[config.mk]
export PLATFORM = sky130hd
export DESIGN_NAME = vfpu_seq
export DESIGN_NICKNAME = d
export VERILOG_FILES = /design/src/rtl/vfpu_pkg.sv /design/src/rtl/fp_adder.sv /design/src/rtl/fp_mul16.sv /design/src/rtl/vfpu_seq.sv
export SDC_FILE = /design/constraint.sdc
export NUM_CORES = 2
export LEC_CHECK = 0
export CELL_PAD_IN_SITES_DETAIL_PLACEMENT = 1
export CELL_PAD_IN_SITES_GLOBAL_PLACEMENT = 2
export CORE_MARGIN = 1
export CORE_UTILIZATION = 39
export DETAILED_ROUTE_END_ITERATION = 7
export HOLD_SLACK_MARGIN = 0.15
export PLACE_DENSITY_LB_ADDON = 0.1
export SLEW_MARGIN = 20
export SYNTH_ARGS = -nofsm -noshare
export SYNTH_HDL_FRONTEND = slang
export SYNTH_SLANG_ARGS = --single-unit
[constraint.sdc]
create_clock -name clk -period 80.3 [get_ports clk]
set_input_delay 24.09 -clock clk [delete_from_list [all_inputs] [get_ports clk]]
set_output_delay 24.09 -clock clk [all_outputs]
set_load 0.01 [all_outputs]
[src/rtl/vfpu_pkg.sv]
// Shared encodings and constants for the sequential vector FP unit.
package vfpu_pkg;

  localparam logic [1:0] OpVadd = 2'b00;
  localparam logic [1:0] OpVdot = 2'b01;
  localparam logic [1:0] OpSmul = 2'b10;
  localparam logic [1:0] OpIll  = 2'b11;

  localparam logic [15:0] Fp16Zero = 16'h0000;
  localparam logic [15:0] Fp16Inf  = 16'h7C00;
  localparam logic [15:0] Fp16Qnan = 16'h7E00;

  typedef logic [1:0] state_t;
  localparam state_t StIdle = 2'd0;
  localparam state_t StRun  = 2'd1;
  localparam state_t StDone = 2'd2;

endpackage

[src/rtl/fp_adder.sv]
// FP16 adder: round-to-nearest-even, subnormals flushed, NaN -> 0x7E00.
module fp_adder (
  input  logic [15:0] a_i,
  input  logic [15:0] b_i,
  output logic [15:0] sum_o,
  output logic        ovf_o
);
  import vfpu_pkg::*;

  logic        a_nan, b_nan, a_inf, b_inf, a_zero, b_zero, swap;
  logic [15:0] big, sml;
  logic [4:0]  d;
  logic [23:0] x, y_full, y_sh, n;
  logic [24:0] s;
  logic [11:0] m;
  int          p, e;
  logic        unused_hidden;

  assign unused_hidden = m[10];

  // Align the smaller magnitude, add/subtract, normalise, round, then resolve specials.
  always_comb begin
    a_nan  = (a_i[14:10] == 5'h1f) && (a_i[9:0] != 10'h0);
    b_nan  = (b_i[14:10] == 5'h1f) && (b_i[9:0] != 10'h0);
    a_inf  = (a_i[14:10] == 5'h1f) && (a_i[9:0] == 10'h0);
    b_inf  = (b_i[14:10] == 5'h1f) && (b_i[9:0] == 10'h0);
    a_zero = (a_i[14:10] == 5'h00);
    b_zero = (b_i[14:10] == 5'h00);
    swap   = b_i[14:0] > a_i[14:0];
    big    = swap ? b_i : a_i;
    sml    = swap ? a_i : b_i;
    d      = big[14:10] - sml[14:10];
    x      = {1'b1, big[9:0], 13'b0};
    y_full = {1'b1, sml[9:0], 13'b0};
    y_sh   = y_full >> d;
    // Bits shifted out are jammed into the LSB as a sticky bit.
    if ((y_sh << d) != y_full) y_sh[0] = 1'b1;
    s = (big[15] ^ sml[15]) ? ({1'b0, x} - {1'b0, y_sh}) : ({1'b0, x} + {1'b0, y_sh});
    p = 0;
    for (int i = 0; i < 25; i++) if (s[i]) p = i;
    e = int'(big[14:10]) - 23 + p;
    if (p == 24) n = {s[24:2], s[1] | s[0]};
    else         n = s[23:0] << (23 - p);
    m = {1'b0, n[23:13]} + {11'b0, n[12] & ((|n[11:0]) | n[13])};
    if (m[11]) begin
      e = e + 1;
      m = m >> 1;
    end
    sum_o = Fp16Zero;
    ovf_o = 1'b0;
    if (a_nan || b_nan || (a_inf && b_inf && (a_i[15] != b_i[15]))) sum_o = Fp16Qnan;
    else if (a_inf)               sum_o = a_i;
    else if (b_inf)               sum_o = b_i;
    else if (a_zero && b_zero)    sum_o = {a_i[15] & b_i[15], 15'b0};
    else if (a_zero)              sum_o = b_i;
    else if (b_zero)              sum_o = a_i;
    else if (s == 25'd0)          sum_o = Fp16Zero;
    else if (e >= 31) begin
      sum_o = {big[15], Fp16Inf[14:0]};
      ovf_o = 1'b1;
    end
    else if (e <= 0)              sum_o = {big[15], 15'b0};
    else                          sum_o = {big[15], e[4:0], m[9:0]};
  end

endmodule

[src/rtl/fp_mul16.sv]
// FP16 multiplier: round-to-nearest-even, subnormals flushed, NaN -> 0x7E00.
module fp_mul16 (
  input  logic [15:0] a_i,
  input  logic [15:0] b_i,
  output logic [15:0] prod_o,
  output logic        ovf_o
);
  import vfpu_pkg::*;

  logic        a_nan, b_nan, a_inf, b_inf, a_zero, b_zero, sgn;
  logic [21:0] prod, n;
  logic [11:0] m;
  int          e;
  logic        unused_hidden;

  assign unused_hidden = m[10];

  // Multiply significands, normalise by at most one place, round, then resolve specials.
  always_comb begin
    a_nan  = (a_i[14:10] == 5'h1f) && (a_i[9:0] != 10'h0);
    b_nan  = (b_i[14:10] == 5'h1f) && (b_i[9:0] != 10'h0);
    a_inf  = (a_i[14:10] == 5'h1f) && (a_i[9:0] == 10'h0);
    b_inf  = (b_i[14:10] == 5'h1f) && (b_i[9:0] == 10'h0);
    a_zero = (a_i[14:10] == 5'h00);
    b_zero = (b_i[14:10] == 5'h00);
    sgn    = a_i[15] ^ b_i[15];
    prod   = {11'b0, 1'b1, a_i[9:0]} * {11'b0, 1'b1, b_i[9:0]};
    e      = int'(a_i[14:10]) + int'(b_i[14:10]) - 15;
    if (prod[21]) begin
      n = prod;
      e = e + 1;
    end else begin
      n = prod << 1;
    end
    m = {1'b0, n[21:11]} + {11'b0, n[10] & ((|n[9:0]) | n[11])};
    if (m[11]) begin
      e = e + 1;
      m = m >> 1;
    end
    prod_o = Fp16Zero;
    ovf_o  = 1'b0;
    if (a_nan || b_nan || (a_inf && b_zero) || (b_inf && a_zero)) prod_o = Fp16Qnan;
    else if (a_inf || b_inf)   prod_o = {sgn, Fp16Inf[14:0]};
    else if (a_zero || b_zero) prod_o = {sgn, 15'b0};
    else if (e >= 31) begin
      prod_o = {sgn, Fp16Inf[14:0]};
      ovf_o  = 1'b1;
    end
    else if (e <= 0)           prod_o = {sgn, 15'b0};
    else                       prod_o = {sgn, e[4:0], m[9:0]};
  end

endmodule

[src/rtl/vfpu_seq.sv]
// Sequential vector FP unit: VADD / VDOT / SMUL over LANES fp16 lanes, PAR lanes per beat.
module vfpu_seq #(
  parameter int unsigned LANES = 16,
  parameter int unsigned PAR   = 4
) (
  input  logic                  clk,
  input  logic                  rst,
  input  logic                  start_i,
  input  logic [1:0]            op_i,
  input  logic [15:0]           instr_i,
  input  logic [16*LANES-1:0]   va_i,
  input  logic [16*LANES-1:0]   vb_i,
  input  logic [15:0]           sa_i,
  output logic                  busy_o,
  output logic                  done_o,
  output logic [16*LANES-1:0]   vout_o,
  output logic [15:0]           sout_o,
  output logic                  ovf_o,
  output logic                  err_o,
  output logic [15:0]           exc_instr_o
);
  import vfpu_pkg::*;

  localparam int unsigned Beats = LANES / PAR;
  localparam int unsigned CntW  = (LANES > 1) ? $clog2(LANES) : 1;

  state_t              state_q, state_d;
  logic [1:0]          op_q, op_d;
  logic [15:0]         instr_q, instr_d, sa_q, sa_d, acc_q, acc_d, sout_q, sout_d;
  logic [16*LANES-1:0] va_q, va_d, vb_q, vb_d, vout_q, vout_d;
  logic [CntW-1:0]     cnt_q, cnt_d;
  logic                ovf_q, ovf_d, err_q, err_d;

  logic [15:0]         add_a [PAR];
  logic [15:0]         add_b [PAR];
  logic [15:0]         add_s [PAR];
  logic [15:0]         mul_a [PAR];
  logic [15:0]         mul_b [PAR];
  logic [15:0]         mul_p [PAR];
  logic [PAR-1:0]      add_ovf, mul_ovf;

  for (genvar j = 0; j < PAR; j++) begin : g_lane
    fp_adder u_add (.a_i(add_a[j]), .b_i(add_b[j]), .sum_o(add_s[j]), .ovf_o(add_ovf[j]));
    fp_mul16 u_mul (.a_i(mul_a[j]), .b_i(mul_b[j]), .prod_o(mul_p[j]), .ovf_o(mul_ovf[j]));
  end

  // Multiplier operands: scalar x lane for SMUL; lane 0 takes va[k]*vb[k] for VDOT.
  always_comb begin
    for (int j = 0; j < PAR; j++) begin
      mul_a[j] = sa_q;
      mul_b[j] = va_q[16*(cnt_q*PAR + j) +: 16];
    end
    if (op_q == OpVdot) begin
      mul_a[0] = va_q[16*cnt_q +: 16];
      mul_b[0] = vb_q[16*cnt_q +: 16];
    end
  end

  // Adder operands: lane pairs for VADD; lane 0 accumulates the rounded product for VDOT.
  always_comb begin
    for (int j = 0; j < PAR; j++) begin
      add_a[j] = va_q[16*(cnt_q*PAR + j) +: 16];
      add_b[j] = vb_q[16*(cnt_q*PAR + j) +: 16];
    end
    if (op_q == OpVdot) begin
      add_a[0] = acc_q;
      add_b[0] = mul_p[0];
    end
  end

  // FSM and datapath next-state.
  always_comb begin
    state_d = state_q;
    op_d    = op_q;
    instr_d = instr_q;
    va_d    = va_q;
    vb_d    = vb_q;
    sa_d    = sa_q;
    cnt_d   = cnt_q;
    acc_d   = acc_q;
    vout_d  = vout_q;
    sout_d  = sout_q;
    ovf_d   = ovf_q;
    err_d   = err_q;
    case (state_q)
      StIdle: begin
        if (start_i) begin
          op_d    = op_i;
          instr_d = instr_i;
          va_d    = va_i;
          vb_d    = vb_i;
          sa_d    = sa_i;
          cnt_d   = '0;
          acc_d   = Fp16Zero;
          ovf_d   = 1'b0;
          err_d   = (op_i == OpIll);
          state_d = (op_i == OpIll) ? StDone : StRun;
        end
      end
      StRun: begin
        cnt_d = cnt_q + 1'b1;
        if (op_q == OpVdot) begin
          acc_d = add_s[0];
          ovf_d = ovf_q | mul_ovf[0] | add_ovf[0];
          if (cnt_q == CntW'(LANES - 1)) begin
            sout_d  = add_s[0];
            state_d = StDone;
          end
        end else begin
          for (int j = 0; j < PAR; j++) begin
            vout_d[16*(cnt_q*PAR + j) +: 16] = (op_q == OpVadd) ? add_s[j] : mul_p[j];
          end
          ovf_d = ovf_q | ((op_q == OpVadd) ? (|add_ovf) : (|mul_ovf));
          if (cnt_q == CntW'(Beats - 1)) state_d = StDone;
        end
      end
      StDone:  state_d = StIdle;
      default: state_d = StIdle;
    endcase
  end

  // State registers; reset aborts any operation in flight.
  always_ff @(posedge clk or posedge rst) begin
    if (rst) begin
      state_q <= StIdle;
      op_q    <= 2'b00;
      instr_q <= 16'h0;
      va_q    <= '0;
      vb_q    <= '0;
      sa_q    <= 16'h0;
      cnt_q   <= '0;
      acc_q   <= Fp16Zero;
      vout_q  <= '0;
      sout_q  <= 16'h0;
      ovf_q   <= 1'b0;
      err_q   <= 1'b0;
    end else begin
      state_q <= state_d;
      op_q    <= op_d;
      instr_q <= instr_d;
      va_q    <= va_d;
      vb_q    <= vb_d;
      sa_q    <= sa_d;
      cnt_q   <= cnt_d;
      acc_q   <= acc_d;
      vout_q  <= vout_d;
      sout_q  <= sout_d;
      ovf_q   <= ovf_d;
      err_q   <= err_d;
    end
  end

  assign busy_o      = (state_q != StIdle);
  assign done_o      = (state_q == StDone);
  assign vout_o      = vout_q;
  assign sout_o      = sout_q;
  assign ovf_o       = ovf_q;
  assign err_o       = err_q;
  assign exc_instr_o = ovf_q ? instr_q : 16'h0;

endmodule

==> results.json <==
{
  "status": "finished clean",
  "die_h_microns": 502.1,
  "rows": 183,
  "via_per_inst": 6.517,
  "grt_max_degree": 199,
  "relSlewSlack": 0.09908,
  "clock.fmax_mhz": 33.34,
  "drt_iter0_drc": 11890,
  "reg2reg_from": "cnt_q[1]",
  "crit_path_start_kind": "register",
  "fin_crit_ns": 29.99,
  "dieArea_sq_um": 252100,
  "grt-ovfl-total": 0,
  "fin_setup_tns_ns": 0,
  "synth_area_sq_um": 97530,
  "die_w_microns": 502.1,
  "hold_path_startpoint": "vb_q[27]",
  "numCtsBuffers": 96,
  "pin_count": 841,
  "wirelength_microns": 532500,
  "fin_crit_sh": 0.3735,
  "synthesis.nets": 13950,
  "port-buffer-count": 840,
  "synthCells": 12570,
  "crit_slowest_cell": "buf_4",
  "worstMarginPinSlew_ns": 1.314,
  "drtAntennaViolNets": 0,
  "start_util": 0.3922,
  "cts_buffer_depth": 3,
  "antenna_found_initial": 55,
  "wl_per_cell_microns": 32.30,
  "crit_type": "register to register",
  "synth_ff_type": "dfrtp_1",
  "cpMostUsedCell": "nor2_1",
  "cts_setup_buffers": 0,
  "clock_sink_count": 842,
  "clock_latency_ns": 0.81,
  "ys_ff_latch": 842,
  "area_delta_synth_final_pct": 15.60,
  "crit_buf_inv": 13,
  "remaining_drc_errors": 0,
  "gp_congestion": 1.009,
  "nets": 14420,
  "path_max_fanout": 53,
  "syn_avg_cell_area_sq_um": 7.762,
  "coreArea_sq_um": 248700,
  "rsz0062_at_grt": "false",
  "slew_violations": 0,
  "drive_above_1_share": 0.08288,
  "async_flop_share": 1.000,
  "cts_hold_buf": 0,
  "finalSetupViolCount": 0,
  "htreeDepth": 3,
  "seq_area_frac_synth": 0.2160,
  "holdWs_ns": 0.4780,
  "grt_pass1_vias": 108300,
  "cts-root-buf": "clkbuf_16",
  "clk_pin_slew_ns": 0.06,
  "skew_ns": 0.08101,
  "hp-class": "register to register",
  "grt_pass1_wl_microns": 765400,
  "end_kind": "register",
  "yosys_warnings": 0,
  "cp_slowest_stage_delay_ns": 0.71,
  "max-cap-violations": 0,
  "critPathRequiredTime_ns": 80.99,
  "cts_tree": "yes",
  "dp_hpwl_microns": 426500,
  "grt_usage": 0.4114,
  "num_vias": 107500,
  "ys_types": 140,
  "cts-resized-gates": 0,
  "startpoint": "cnt_q[1]",
  "drtPass1Iterations": 6,
  "synth-edff-count": 0,
  "cp_top_family": "simple AND/OR/NAND/NOR gates",
  "worst_ep_arrival_time_ns": 30.69,
  "hold_viol": 0
}
area by class of cell:
type | instances | area (sq um)
Fill cell | 30160 | 135900
Tap cell | 3330 | 4167
Inverter | 713 | 2686
Antenna cell | 42 | 105.1
Multi-Input combinational cell | 10270 | 70850
Sequential cell | 842 | 21080
Clock inverter | 37 | 490.5
Timing Repair Buffer | 1119 | 10570
Clock buffer | 138 | 2790
per-stage QoR:
stage / cells / utilization / setup slack, ns / cell area (sq um)
CTS: 16440 / 0.4526 / 51.01 / 112600
detailed placement: 16270 / 0.4394 / 50.45 / 109300
finish: 16490 / 0.4534 / 50.31 / 112700
floorplan: 12570 / - / 32.55 / 97530
global route: 16460 / 0.4531 / 48.82 / 112700
global placement: 16270 / 0.4394 / 50.61 / 109300
kinds of logic (layout without fill, tap and decap cells):
| logic type | count (synthesis) | after routing | share of synthesized area |
|---|---|---|---|
| simple gates | 5614 | 5614 | 0.2594 |
| other cells | 0 | 42 | 0 |
| flops | 842 | 842 | 0.2160 |
| fa+ha+maj | 831 | 831 | 0.1322 |
| buf+inv | 1457 | 2007 | 0.06011 |
| xor+xnor | 320 | 320 | 0.02933 |
| mux | 588 | 588 | 0.09582 |
| compound gates | 2913 | 2913 | 0.2071 |
path summary, 6_finish.rpt:
kind / to / slack (ns) / cells after the start
max in group asynchronous: vout_o[174] / 51.84 / 7
min: vb_q[27] / 0.48 / 2
max reg2reg: vout_o[76] / 50.31 / 90
min in group asynchronous: vb_q[145] / 23.87 / 2
min reg2reg: vb_q[27] / 0.48 / 2
max: vout_o[76] / 50.31 / 90
worst reg2reg max path, delay by kind of cell (launching register included):
kind,cells,cell delay [ns]
AO/OA/AOI/OAI,25,8.22
multiplexers,4,1.43
flip-flops,1,0.64
buffers and inverters,13,3.63
adder cells (fa/ha/maj),12,5.06
XOR/XNOR,2,0.81
AND/OR/NAND/NOR,34,10.10
state kept, by name, summed over array words and instances, names as in the netlist:
register  count
acc_q        16
op_q          2
va_q        256
ovf_o         1
cnt_q         4
vb_q        256
sout_o       16
sa_q         16
instr_q      16
err_o         1
state_q       2
vout_o      256
layer usage:
metal,share of wire,up-vias,global-route usage,wire length [microns]
met5,0.00077,-,0.005595,412
met4,0.070,36,0.2442,37500
met3,0.095,1221,0.1012,50390
met2,0.42,5505,0.6100,225200
met1,0.41,54710,0.5394,219100
li1,-,45980,-,-
placed cells by master (no fill, tap or decap), types with 272 or more instances in the layout:
| cell type | instances |
|---|---|
| nand2_1 | 2868 |
| o21ai_0 | 507 |
| ha_1 | 499 |
| nand3_1 | 318 |
| nor2_1 | 959 |
| nor3_1 | 278 |
| inv_1 | 695 |
| a21oi_1 | 553 |
| clkdlybuf4s50_1 | 840 |
| dfrtp_1 | 837 |
| buf_4 | 272 |
| fa_1 | 332 |
cell usage after synthesis (98+ instances only):
cell type     n  area (sq um)
xnor2_1     216          1892
nor2_1      967          3630
o21ai_0     515          2577
o31ai_1     108         810.8
and2_1      183          1145
and3_1      236          1476
mux4_2      263          5923
nor3_1      280          1401
a211oi_1    149          1119
clkbuf_1    568          2132
nand4_1     128         800.8
inv_1       696          2613
mux2_2      114          1284
mux2i_1     206          2062
fa_1        332          6646
nor4_1      119         744.5
a21oi_1     558          2793
ha_1        499          6243
a21o_1      100         750.7
dfrtp_1     842         21070
nand3_1     318          1592
xor2_1       98         858.3
o22ai_1     141         882.1
nand2_1    2871         10780
o211ai_1    119         893.4
a31oi_1     168          1051
Power is left out: the tool's default activity adds up to more than one toggle a clock period on the data nets, which glitch-free logic cannot reach.
